**src/rtl/stopwatch_pkg.sv**
```systemverilog
// Shared definitions for the stopwatch: state encoding, digit geometry and the
// single-digit BCD step used by both the counters and the display path.
package stopwatch_pkg;

  typedef enum logic [1:0] {
    IDLE  = 2'd0,
    RUN   = 2'd1,
    PAUSE = 2'd2,
    LAP   = 2'd3
  } state_t;

  localparam int DIGIT_W    = 4;
  localparam int NUM_DIGITS = 6;
  localparam int SEC_HI_IDX = 3;

  localparam logic [DIGIT_W-1:0] DEC_MAX    = 4'd9;
  localparam logic [DIGIT_W-1:0] SEC_HI_MAX = 4'd5;

  // Digit order is cs_lo, cs_hi, s_lo, s_hi, m_lo, m_hi; only the seconds tens rolls at 5.
  function automatic logic [DIGIT_W-1:0] digit_max(input int idx);
    return (idx == SEC_HI_IDX) ? SEC_HI_MAX : DEC_MAX;
  endfunction

  function automatic logic [DIGIT_W-1:0] bcd_step(input logic [DIGIT_W-1:0] d,
                                                  input logic               inc,
                                                  input logic               clr,
                                                  input logic [DIGIT_W-1:0] max);
    if (clr) return '0;
    if (inc) return (d == max) ? '0 : d + 1'b1;
    return d;
  endfunction

endpackage

```
**src/rtl/bcd_cnt.sv**
```systemverilog
// One BCD digit: counts 0..MAX on inc, carries combinationally so a whole
// chain of digits ripples within a single clock cycle.
module bcd_cnt
  import stopwatch_pkg::*;
#(
  parameter logic [DIGIT_W-1:0] MAX = DEC_MAX
) (
  input  logic               clk,
  input  logic               rst_n,
  input  logic               inc,
  input  logic               clr,
  output logic [DIGIT_W-1:0] digit,
  output logic               carry
);

  assign carry = inc & (digit == MAX);

  always_ff @(posedge clk or negedge rst_n) begin
    if (!rst_n) digit <= '0;
    else        digit <= bcd_step(digit, inc, clr, MAX);
  end

endmodule

```
**src/rtl/stopwatch.sv**
```systemverilog
// Stopwatch with start/stop, lap freeze and clear, counting centiseconds from
// an external 100 Hz square wave; all outputs come straight from flops.
module stopwatch
  import stopwatch_pkg::*;
#(
  parameter int MIN_WRAP = 60
) (
  input  logic       clk,
  input  logic       rst_n,
  input  logic       f100Hz,
  input  logic       key_ss,
  input  logic       key_lap,
  input  logic       key_clr,
  output logic [3:0] cs_lo,
  output logic [3:0] cs_hi,
  output logic [3:0] s_lo,
  output logic [3:0] s_hi,
  output logic [3:0] m_lo,
  output logic [3:0] m_hi,
  output logic       running,
  output logic       wrap
);

  localparam int                 MIN_TOP  = MIN_WRAP - 1;
  localparam logic [DIGIT_W-1:0] M_LO_TOP = DIGIT_W'(MIN_TOP % 10);
  localparam logic [DIGIT_W-1:0] M_HI_TOP = DIGIT_W'(MIN_TOP / 10);

  state_t state, state_next;

  logic f_prev;
  logic tick;
  logic active;
  logic count_en;
  logic show_lap;
  logic lap_load;
  logic at_max;
  logic wrap_now;
  logic clr_all;

  logic [DIGIT_W-1:0] live      [NUM_DIGITS];
  logic [DIGIT_W-1:0] live_next [NUM_DIGITS];
  logic [DIGIT_W-1:0] lap       [NUM_DIGITS];
  logic [DIGIT_W-1:0] disp      [NUM_DIGITS];

  // f_prev resets low and IDLE never counts, so a wave already high at release cannot tick.
  always_ff @(posedge clk or negedge rst_n) begin
    if (!rst_n) f_prev <= 1'b0;
    else        f_prev <= f100Hz;
  end

  assign tick = f100Hz & ~f_prev;

  always_ff @(posedge clk or negedge rst_n) begin
    if (!rst_n) state <= IDLE;
    else        state <= state_next;
  end

  always_comb begin
    state_next = state;
    if (key_clr) begin
      state_next = IDLE;
    end else if (key_ss) begin
      case (state)
        IDLE:    state_next = RUN;
        RUN:     state_next = PAUSE;
        PAUSE:   state_next = RUN;
        LAP:     state_next = PAUSE;
        default: state_next = IDLE;
      endcase
    end else if (key_lap) begin
      if (state == RUN)      state_next = LAP;
      else if (state == LAP) state_next = RUN;
    end
  end

  // The state at the start of the cycle decides whether a coincident tick counts.
  always_comb begin
    active   = (state == RUN) || (state == LAP);
    count_en = tick & active & ~key_clr;
    show_lap = (state_next == LAP);
    lap_load = show_lap && (state != LAP);
  end

  for (genvar i = 0; i < NUM_DIGITS; i++) begin : g_digit
    logic inc_i;
    logic carry_i;
    if (i == 0) begin : g_first
      assign inc_i = count_en;
    end else begin : g_rest
      assign inc_i = g_digit[i-1].carry_i;
    end
    bcd_cnt #(.MAX(digit_max(i))) u_cnt (
      .clk   (clk),
      .rst_n (rst_n),
      .inc   (inc_i),
      .clr   (clr_all),
      .digit (live[i]),
      .carry (carry_i)
    );
    assign live_next[i] = bcd_step(live[i], inc_i, clr_all, digit_max(i));
  end

  assign at_max = (live[0] == DEC_MAX) && (live[1] == DEC_MAX) &&
                  (live[2] == DEC_MAX) && (live[3] == SEC_HI_MAX) &&
                  (live[4] == M_LO_TOP) && (live[5] == M_HI_TOP);

  // The minutes-tens carry can only fire at 99:59.99, which is already at_max when MIN_WRAP is 100.
  assign wrap_now = (count_en & at_max) | g_digit[NUM_DIGITS-1].carry_i;
  assign clr_all  = key_clr | wrap_now;

  always_ff @(posedge clk or negedge rst_n) begin
    if (!rst_n) begin
      for (int i = 0; i < NUM_DIGITS; i++) lap[i] <= '0;
    end else if (key_clr) begin
      for (int i = 0; i < NUM_DIGITS; i++) lap[i] <= '0;
    end else if (lap_load) begin
      for (int i = 0; i < NUM_DIGITS; i++) lap[i] <= live_next[i];
    end
  end

  // Display flops load next-cycle values so digits move on the same edge as the live count.
  always_ff @(posedge clk or negedge rst_n) begin
    if (!rst_n) begin
      for (int i = 0; i < NUM_DIGITS; i++) disp[i] <= '0;
      running <= 1'b0;
      wrap    <= 1'b0;
    end else begin
      for (int i = 0; i < NUM_DIGITS; i++)
        disp[i] <= (show_lap && !lap_load) ? lap[i] : live_next[i];
      running <= (state_next == RUN) || (state_next == LAP);
      wrap    <= wrap_now;
    end
  end

  assign cs_lo = disp[0];
  assign cs_hi = disp[1];
  assign s_lo  = disp[2];
  assign s_hi  = disp[3];
  assign m_lo  = disp[4];
  assign m_hi  = disp[5];

endmodule

```
**config.mk**
```make
export PLATFORM = sky130hd
export DESIGN_NAME = stopwatch
export DESIGN_NICKNAME = d
export VERILOG_FILES = /design/src/rtl/stopwatch_pkg.sv /design/src/rtl/bcd_cnt.sv /design/src/rtl/stopwatch.sv
export SDC_FILE = /design/constraint.sdc
export NUM_CORES = 1
export LEC_CHECK = 0
export CORE_MARGIN = 8
export CORE_UTILIZATION = 35
export CTS_BUF_LIST = sky130_fd_sc_hd__clkbuf_8
export DETAILED_ROUTE_END_ITERATION = 7
export PLACE_DENSITY_LB_ADDON = 0.05
export RECOVER_POWER = 100
export REMOVE_ABC_BUFFERS = 1
export SETUP_SLACK_MARGIN = 0.02
export SLEW_MARGIN = 20
export SYNTH_ARGS = -nofsm -noshare
export SYNTH_HDL_FRONTEND = slang
export SYNTH_HIERARCHICAL = 1
export SYNTH_SLANG_ARGS = --single-unit
```
**constraint.sdc**
```tcl
create_clock -name clk -period 5.4 [get_ports clk]
set_input_delay 1.35 -clock clk [delete_from_list [all_inputs] [get_ports clk]]
set_output_delay 1.35 -clock clk [all_outputs]
set_load 0.02 [all_outputs]
```
After elaboration in Yosys (flattened, before gate mapping) --
Cells that the tools add are included.
Storage, ports and cells: register bits 77, bits of input ports 6, output and inout bits 26, word-level logic and storage cells 121
Cells by class: add/subtract/negate cells 6, equality and inequality tests 13, muxes and demuxes 52, bitwise gates (word level) 14, reduce and logical (&&, ||, !) cells 14
Operator list (count):
- $mux 4 | 31
- $mux 24 | 2
- $add 4x1->4 const B | 6
- $eq 4x4->1 const B | 5
- $mux 1 | 13
- $and 1x1->1 | 10
- $mux 2 | 5
- $eq 4x3->1 const B | 2
- $logic_and 1x1->1 | 7
- $eq 2x2->1 const B | 3
- $eq 2x1->1 const B | 2
- $pmux 2 s2 | 1
- $reduce_or 2->1 | 2
- $logic_not 2->1 | 1
- $logic_or 1x1->1 | 2
- $ne 2x2->1 const B | 1
- $not 1->1 | 2
- $or 1x1->1 | 2
- $reduce_bool 2->1 | 1
- $logic_not 1->1 | 1

Longest topological paths before layout --
Gate-level depths: netlist of the first run.
word-level depth 18, gate-level depth with buffers 22, depth with buffers taken out 20

Modules after synthesis --
The synthesis of the first run kept the hierarchy.
By module, submodules not included:
- stopwatch | instances 1, cells an instance 292, area each 2911.5 sq um, sequential area each 1301.2 sq um
- bcd_cnt (g_digit[0].u_cnt ...) | instances 5, cells an instance 26, area each 241.5 sq um, sequential area each 100.1 sq um
- bcd_cnt (g_digit[3].u_cnt) | instances 1, cells an instance 24, area each 226.5 sq um, sequential area each 100.1 sq um

Worst setup path after synthesis of the first run --
Ideal clock, no wire load.
path kind input-to-reg, start point in key_clr, end point reg disp (netlist bit m_hi[0]), library setup time 0.129 ns, arrival 5.533 ns, required time 5.271 ns, path slack -0.263 ns, cell stages on the path 21, path buffers 3, cell sequence buf_6 -> or3b_4 -> nor2_2 -> inv_1 -> nor2_1 -> inv_1 -> nor2_1 -> inv_1 -> nor2_1 -> inv_1 -> nor2_1 -> inv_1 -> nor2_1 -> inv_1 -> nor2_1 -> or2_0 -> buf_2 -> a21oi_2 -> inv_2 -> buf_6 -> o31ai_1
On the way: cells in the longest elaborated chain, start to end 13, elaborated cells on any way between the ends 23, classes of those cells eq/ne: 1; mux: 8; bitwise: 11; reduce/logical: 3
RTL lines:
- start, declared | line stopwatch.sv:13 | input logic key_clr,
- $not 1->1 | line stopwatch.sv:79 | count_en = tick & active & ~key_clr;
- $and 1x1->1 | line stopwatch.sv:79
- named net count_en | line stopwatch.sv:33 | logic count_en;
- $and 1x1->1 | line bcd_cnt.sv:16 | assign carry = inc & (digit == MAX);
- named net g_digit[0].carry_i | line stopwatch.sv:86 | logic carry_i;
- $and 1x1->1 | line bcd_cnt.sv:16
- named net g_digit[1].carry_i | line stopwatch.sv:86
- $and 1x1->1 | line bcd_cnt.sv:16
- named net g_digit[2].carry_i | line stopwatch.sv:86
- (+1 left out)
- named net g_digit[3].carry_i | line stopwatch.sv:86
- (+1 left out)
- named net g_digit[4].carry_i | line stopwatch.sv:86
- $and 1x1->1 | line bcd_cnt.sv:16
- named net g_digit[5].carry_i | line stopwatch.sv:86
- $or 1x1->1 | line stopwatch.sv:108 | assign wrap_now = (count_en & at_max) | g_digit[NUM_DIGITS-1].carry_i;
- $or 1x1->1 | line stopwatch.sv:109 | assign clr_all = key_clr | wrap_now;
- named net clr_all | line stopwatch.sv:38 | logic clr_all;
- $mux 1 | line stopwatch_pkg.sv:28 | if (clr) return '0;
- $mux 4 | line stopwatch_pkg.sv:29 | if (inc) return (d == max) ? '0 : d + 1'b1;
- $mux 4 | line stopwatch.sv:129 | disp[i] <= (show_lap && !lap_load) ? lap[i] : live_next[i];
- end signal, assigned by index | line stopwatch.sv:129
- end, declared | line stopwatch.sv:43 | logic [DIGIT_W-1:0] disp [NUM_DIGITS];
The timed path passes the listed nets, and every way through them passes these cells. The select of a mux whose other input is x is not followed. A chain may end at the register's enable or synchronous reset.

Worst setup path after layout of the first run --
start point in f100Hz, end point reg lap[1] (netlist name)
On the way: cells in the longest elaborated chain, start to end 15, elaborated cells on any way between the ends 20, classes of those cells mux: 8; bitwise: 12
RTL lines:
- start, declared | line stopwatch.sv:10 | input logic f100Hz,
- $and 1x1->1 | line stopwatch.sv:51 | assign tick = f100Hz & ~f_prev;
- $and 1x1->1 (2 in series) | line stopwatch.sv:79
- named net count_en | line stopwatch.sv:33
- $and 1x1->1 | line bcd_cnt.sv:16
- named net g_digit[0].carry_i | line stopwatch.sv:86
- $and 1x1->1 | line bcd_cnt.sv:16
- named net g_digit[1].carry_i | line stopwatch.sv:86
- $and 1x1->1 | line bcd_cnt.sv:16
- named net g_digit[2].carry_i | line stopwatch.sv:86
- (+1 left out)
- named net g_digit[3].carry_i | line stopwatch.sv:86
- (+1 left out)
- named net g_digit[4].carry_i | line stopwatch.sv:86
- $and 1x1->1 | line bcd_cnt.sv:16
- named net g_digit[5].carry_i | line stopwatch.sv:86
- $or 1x1->1 | line stopwatch.sv:108
- $or 1x1->1 | line stopwatch.sv:109
- $mux 1 | line stopwatch_pkg.sv:28
- $mux 4 | line stopwatch_pkg.sv:29
- $mux 24 | line stopwatch.sv:116 | end else if (lap_load) begin
- $mux 24 | line stopwatch.sv:114 | end else if (key_clr) begin
- end, declared | line stopwatch.sv:42 | logic [DIGIT_W-1:0] lap [NUM_DIGITS];
The timed path passes the listed nets, and every way through them passes these cells. The select of a mux whose other input is x is not followed.

==> results of run 1 <==
==> power by group <==
group / leakage, nW / switching [W] / total [W] / internal (W)
logic: 0.976 / 0.0000538 / 0.0000748 / 0.0000210
registers: 1.06 / 0.00000419 / 0.000576 / 0.000572
clock network: 0.131 / 0.000216 / 0.000546 / 0.000330
total: 2.16 / 0.000274 / 0.00120 / 0.000923
==> how the worst max path moves through the flow <==
stage	startpoint	to	slack, ns	cells after the start
after floorplan	key_clr	lap[0]	-0.53	18
after global placement	f100Hz	lap[0]	0.68	20
after detailed placement	f100Hz	lap[8]	0.50	20
after CTS	f100Hz	lap[0]	0.90	20
after global routing	f100Hz	lap[1]	0.29	20
final	f100Hz	lap[1]	0.77	20
==> worst max-delay path, cell delays in order <==
cell	delay, ns
dlygate4sd3_1	0.55
or3b_1	0.44
nor2_1	0.16
inv_1	0.09
nor2_1	0.16
inv_1	0.09
nor2_1	0.15
inv_1	0.08
nor2_1	0.17
inv_1	0.11
nor2_1	0.18
inv_1	0.09
nor2_1	0.15
inv_1	0.09
nor2_1	0.16
or2_0	0.17
a21oi_1	0.08
inv_2	0.21
buf_4	0.26
o31ai_1	0.10
==> cell usage in the layout (no fill, tap or decap), types with 2 or more instances in the layout <==
master,count
clkbuf_8,11
a21oi_1,38
inv_1,24
bufinv_16,3
mux2_1,2
nor2b_1,4
mux2_2,3
o21ai_1,2
or3_1,3
dfrtp_1,76
nand3b_1,21
buf_12,2
a21boi_0,8
a21oi_2,3
dlygate4sd3_1,28
clkdlybuf4s50_1,2
a211oi_1,3
nand2b_1,2
clkbuf_1,2
or2_0,2
o21a_1,3
and2_1,5
a31oi_1,2
nand3b_2,5
o21ai_0,19
and4b_1,9
or3b_1,6
a22oi_1,4
o31ai_1,39
buf_4,13
nand3_1,22
a22o_1,2
nor2_1,15
nand2_1,57
ha_1,24
nand4_1,3
nor3b_1,6
==> per-stage QoR <==
step	instances	utilization
6_report	662	0.426
5_1_grt	662	0.426
4_1_cts	661	0.426
3_5_place_dp	645	0.406
3_3_place_gp	645	0.406
2_1_floorplan	431	-
==> cells by family after synthesis <==
logic type,after synthesis,synth area share
and+or+nand+nor,169,0.230
AOI/OAI and AO/OA,130,0.202
DFF,76,0.438
buffers and inverters,39,0.0426
adders and majority gates,24,0.0691
muxes,6,0.0153
xor gates and xnor gates,2,0.00403
==> layout make-up <==
class	instances	area, µm²
Clock buffer	11	151
Clock inverter	5	98.8
Fill cell	1198	6930
Inverter	24	90.1
Multi-Input combinational cell	331	2240
Sequential cell	76	1900
Tap cell	168	210
Timing Repair Buffer	47	445
==> per-layer routing <==
metal	GRT usage	wire length [µm]	up-vias	part of all wire
met5	0	0	-	0
met4	0.0588	99	0	0.0093
met3	0.0295	499	7	0.047
met2	0.220	5000	56	0.47
met1	0.174	5090	1673	0.48
li1	-	-	1713	-
==> flip-flops by register name (all words and copies together), names as in the netlist, 4 cells and up <==
name	count
m_lo	4
m_hi	4
s_hi	4
lap	24
s_lo	4
g_digit.u_cnt/digit	24
cs_lo	4
cs_hi	4
==> impl_metrics.toml, run 1 <==
[status]
status = "complete, but fails checks"
violations = "capacitance limit, slew limit"

[cts]
path_clk_slew_ns = 0.08
insertion_delay_ns = 0.37
ctsHoldBuffers = 0
htreeDepth = 3
cts_sinks = 76
clockBufferDepth = 2
cts_resized = 0
numCtsBuffers = 9
root_buffer = "clkbuf_8"
post_cts_buffers = 0
cts_tree = "done"

[detailed_routing]
drtAntennaViolNets = 0
routed_wl_mm = 10.7
routed-via-count = 3449
viasPerCell = 5.21
drcViolationCount = 0
drt-initial-drc-count = 186
detail_route.first_pass.iterations = 4
wl_per_cell_um = 16.2

[floorplan]
start_util = 0.360
core_um2 = 12100
std_cell_rows = 40
die_h_um = 127
num_io_pins = 32
dieArea_um2 = 16200
die_w_um = 127

[critical_path]
reg2reg_to = "lap[1]"
crit_arrival_ns = 4.85
critPathMaxFanout = 15
crit_type = "primary input to flop"
r2r_start = "f_prev"
critPathRequiredTime_ns = 5.62
endpoint_kind = "flop"
rrSetupSlack_ns = 1.90
crit_path_start_kind = "primary input"
r2r.worst_path.cells = 19

[power_and_ir_drop]
total_leakage_power_nw = 2.16
power_density_nw_per_um2 = 233
vdd_drop_max_mv = 0.0842
power_w = 0.00120

[logic_synthesis]
synthCells = 446
seq_area_frac_synth = 0.438
synth_top_cells_by_count = "dfrtp_1 (76), nand2_1 (57), o31ai_1 (39), a21oi_1 (34), ha_1 (24)"
synth_seq_cells = 76
ys_types = 55
synth_area_leaders = "dfrtp_1 (44%), ha_1 (6.9%), o31ai_1 (6.7%)"
syn_area_per_cell_um2 = 9.74
synth_enable_flop_cells = 0
synthFlopType = "dfrtp_1"
synth_most_common_cell = "dfrtp_1"
yosys_warnings = 6
synth_top_cell_by_area = "dfrtp_1"
yosysTopAreaCellShare = 0.438
mappedNetlistArea_um2 = 4350
async_reset_ff_frac = 1.00

[placed_design]
port_buffers = 31
dpl.hpwl_mm = 7.00
dp_slack_ns = 0.504
place_area_um2 = 4890
gp_congestion = 0.780

[timing]
skew_ns = 0.00730
finalHoldViolCount = 0
fmax_ghz = 0.216
post-route-period-util = 0.858
tightestPinTransition_ns = 2.11
slew_headroom = -0.408
worst_slack_ns = 0.769
hold-worst-slack_ns = 0.481
drv_slew = 37
finalCriticalPeriod_ns = 4.63
setup_viol = 0
tns_ns = 0
grt_setup_unrepaired = "false"

[min_path]
hold_path_end = "lap[7]"
hold-path-cell-count = 2
hold_path_class = "flop to flop"
min_from = "lap[7]"

[grt]
antenna_found_initial = 0
grt_pass1_wl_mm = 17.5
grt_pass1_vias = 3254
grt_max_degree = 77
grtUsageTotal = 0.137
grt_overflow = 0

[cells_and_area]
n_antenna_cell = 0
area_growth_pct = 18.2
design_area_um2 = 5140
drive_gt1_frac = 0.0951
fin_nets = 519

[run]
maxCapViolCount = 1
Note: power is estimated with default switching activity, not from simulation.
==> inputs of run 2 (changes only) <==
- ABC_AREA: default -> 1
==> impl_metrics.toml, run 2 <==
[cts]
post_cts_buffers = 0
cts_resized = 0
path_clk_slew_ns = 0.08
numCtsBuffers = 9
clockBufferDepth = 2
htreeDepth = 3
root_buffer = "clkbuf_8"
cts_tree = "done"
cts_sinks = 76
insertion_delay_ns = 0.36
ctsHoldBuffers = 0

[logic_synthesis]
synth_area_leaders = "dfrtp_1 (43%), nand2_1 (18%), ha_1 (6.7%)"
yosysTopAreaCellShare = 0.426
syn_area_per_cell_um2 = 7.47
synthFlopType = "dfrtp_1"
seq_area_frac_synth = 0.426
synthCells = 598
synth_most_common_cell = "nand2_1"
async_reset_ff_frac = 1.00
ys_types = 29
synth_top_cells_by_count = "nand2_1 (214), dfrtp_1 (76), inv_1 (68), o21ai_0 (42), nand4_1 (39)"
yosys_warnings = 6
synth_top_cell_by_area = "dfrtp_1"
synth_enable_flop_cells = 0
synth_seq_cells = 76
mappedNetlistArea_um2 = 4470

[cells_and_area]
n_antenna_cell = 0
final_util = 0.406
regArea_um2 = 1900
fillers = 1292
fin_nets = 661
largestRegisters = "g_digit.u_cnt/digit (24), lap (24)"
final_cell_mix = "nand2_1 (214), dfrtp_1 (76), inv_1 (70)"
drive_gt1_frac = 0.0660
final_common_cell = "nand2_1"
multi_input_comb_area_um2 = 2170
area_growth_pct = 14.3

[grt]
grt_max_degree = 77
antenna_found_initial = 0
grt_pass1_wl_mm = 16.8
grt_pass1_vias = 3432
grt_overflow = 0
grtUsageTotal = 0.127

[placed_design]
port_buffers = 31
gp_congestion = 0.774
dp_slack_ns = 0.388
dpl.hpwl_mm = 6.77

[timing]
post-route-period-util = 0.860
grt_setup_unrepaired = "false"
tns_ns = 0
slew_headroom = -0.265
tightestPinTransition_ns = 1.90
drv_slew = 77
setup_viol = 0
worst_slack_ns = 0.756
fmax_ghz = 0.215
finalCriticalPeriod_ns = 4.64
hold-worst-slack_ns = 0.480
skew_ns = 0.0103
finalHoldViolCount = 0

[min_path]
min_from = "lap[10]"
hold_path_class = "flop to flop"
hold-path-cell-count = 2
hold_path_end = "s_hi[2]"

[power_and_ir_drop]
total_leakage_power_nw = 2.70
power_w = 0.00105
vdd_drop_max_mv = 0.120
power_density_nw_per_um2 = 205

[floorplan]
std_cell_rows = 41
start_util = 0.356
die_w_um = 129
num_io_pins = 32
core_um2 = 12600
die_h_um = 129
dieArea_um2 = 16600

[critical_path]
critPathMaxFanout = 12
crit_type = "primary input to flop"
reg2reg_to = "g_digit[2].u_cnt/digit[0]"
endpoint_kind = "flop"
crit_path_start_kind = "primary input"
critPathRequiredTime_ns = 5.66
crit_arrival_ns = 4.90
r2r_start = "running"
rrSetupSlack_ns = 1.54
r2r.worst_path.cells = 16

[detailed_routing]
viasPerCell = 4.63
routed_wl_mm = 9.76
drcViolationCount = 0
drtAntennaViolNets = 0
detail_route.first_pass.iterations = 4
drt-initial-drc-count = 167
wl_per_cell_um = 12.1
routed-via-count = 3738

[status]
violations = "capacitance limit, slew limit"
status = "complete, but fails checks"

[run]
maxCapViolCount = 1
[run 2: critical path, stage by stage]
cell           delay, ns
dlygate4sd3_1       0.57
nand3_1             0.09
nor2_1              0.18
nor3b_1             0.26
nor3b_1             0.27
nor3b_1             0.26
nor3b_1             0.29
nor3b_1             0.26
nor3b_1             0.29
a21oi_1             0.25
nand2_1             0.48
inv_1               0.09
nand2_1             0.07
nor2_1              0.07
nand2_1             0.07
nand2_1             0.05
[run 2: cells by family (layout without fill, tap and decap cells)]
kind of cell               after synthesis  in the layout  share of synthesized area
and+or+nand+nor                        349            349                      0.346
buffers and inverters                   89            127                     0.0854
DFF                                     76             76                      0.426
AOI/OAI and AO/OA                       51             51                     0.0579
adders and majority gates               24             24                     0.0672
xor gates and xnor gates                 9              9                     0.0176
[run 2: worst max-delay path by stage]
stage	from	endpoint	slack, ns	depth (start not counted)
detailed placement	key_clr	g_digit[3].u_cnt/digit[2]	0.39	15
global route	f100Hz	g_digit[0].u_cnt/digit[3]	0.19	16
floorplan	key_clr	g_digit[1].u_cnt/digit[3]	-1.30	16
global placement	key_clr	g_digit[0].u_cnt/digit[0]	0.49	15
finish	f100Hz	g_digit[5].u_cnt/digit[3]	0.76	16
CTS	key_clr	g_digit[3].u_cnt/digit[2]	0.75	15
[run 2: power breakdown]
part / total [W] / internal (W) / switching, W
logic: 0.0000527 / 0.0000121 / 0.0000406
registers: 0.000573 / 0.000571 / 0.00000239
clock network: 0.000421 / 0.000208 / 0.000213
total: 0.00105 / 0.000791 / 0.000256
[run 2: per-layer routing]
layer | up-vias | routed length, µm | global-route usage
met5 | - | 0 | 0
met4 | 0 | 189 | 0.0663
met3 | 11 | 249 | 0.0228
met2 | 29 | 4400 | 0.197
met1 | 1723 | 4920 | 0.166
li1 | 1975 | - | -
[run 2: stage by stage]
step                      instances  area, µm²
after global routing            808       5110
after detailed placement        792       4940
after global placement          792       4940
after CTS                       808       5130
final                           808       5110
after floorplan                 581       4360
[run 2: area by class of cell]
| type | instances | area share |
|---|---|---|
| clock buffers | 9 | 0.0243 |
| clock inverters | 7 | 0.0118 |
| inverters | 72 | 0.0532 |
| multi-input cells | 433 | 0.426 |
| flip-flops and latches | 76 | 0.372 |
| well taps | 172 | 0.0421 |
| repair buffers | 39 | 0.0708 |
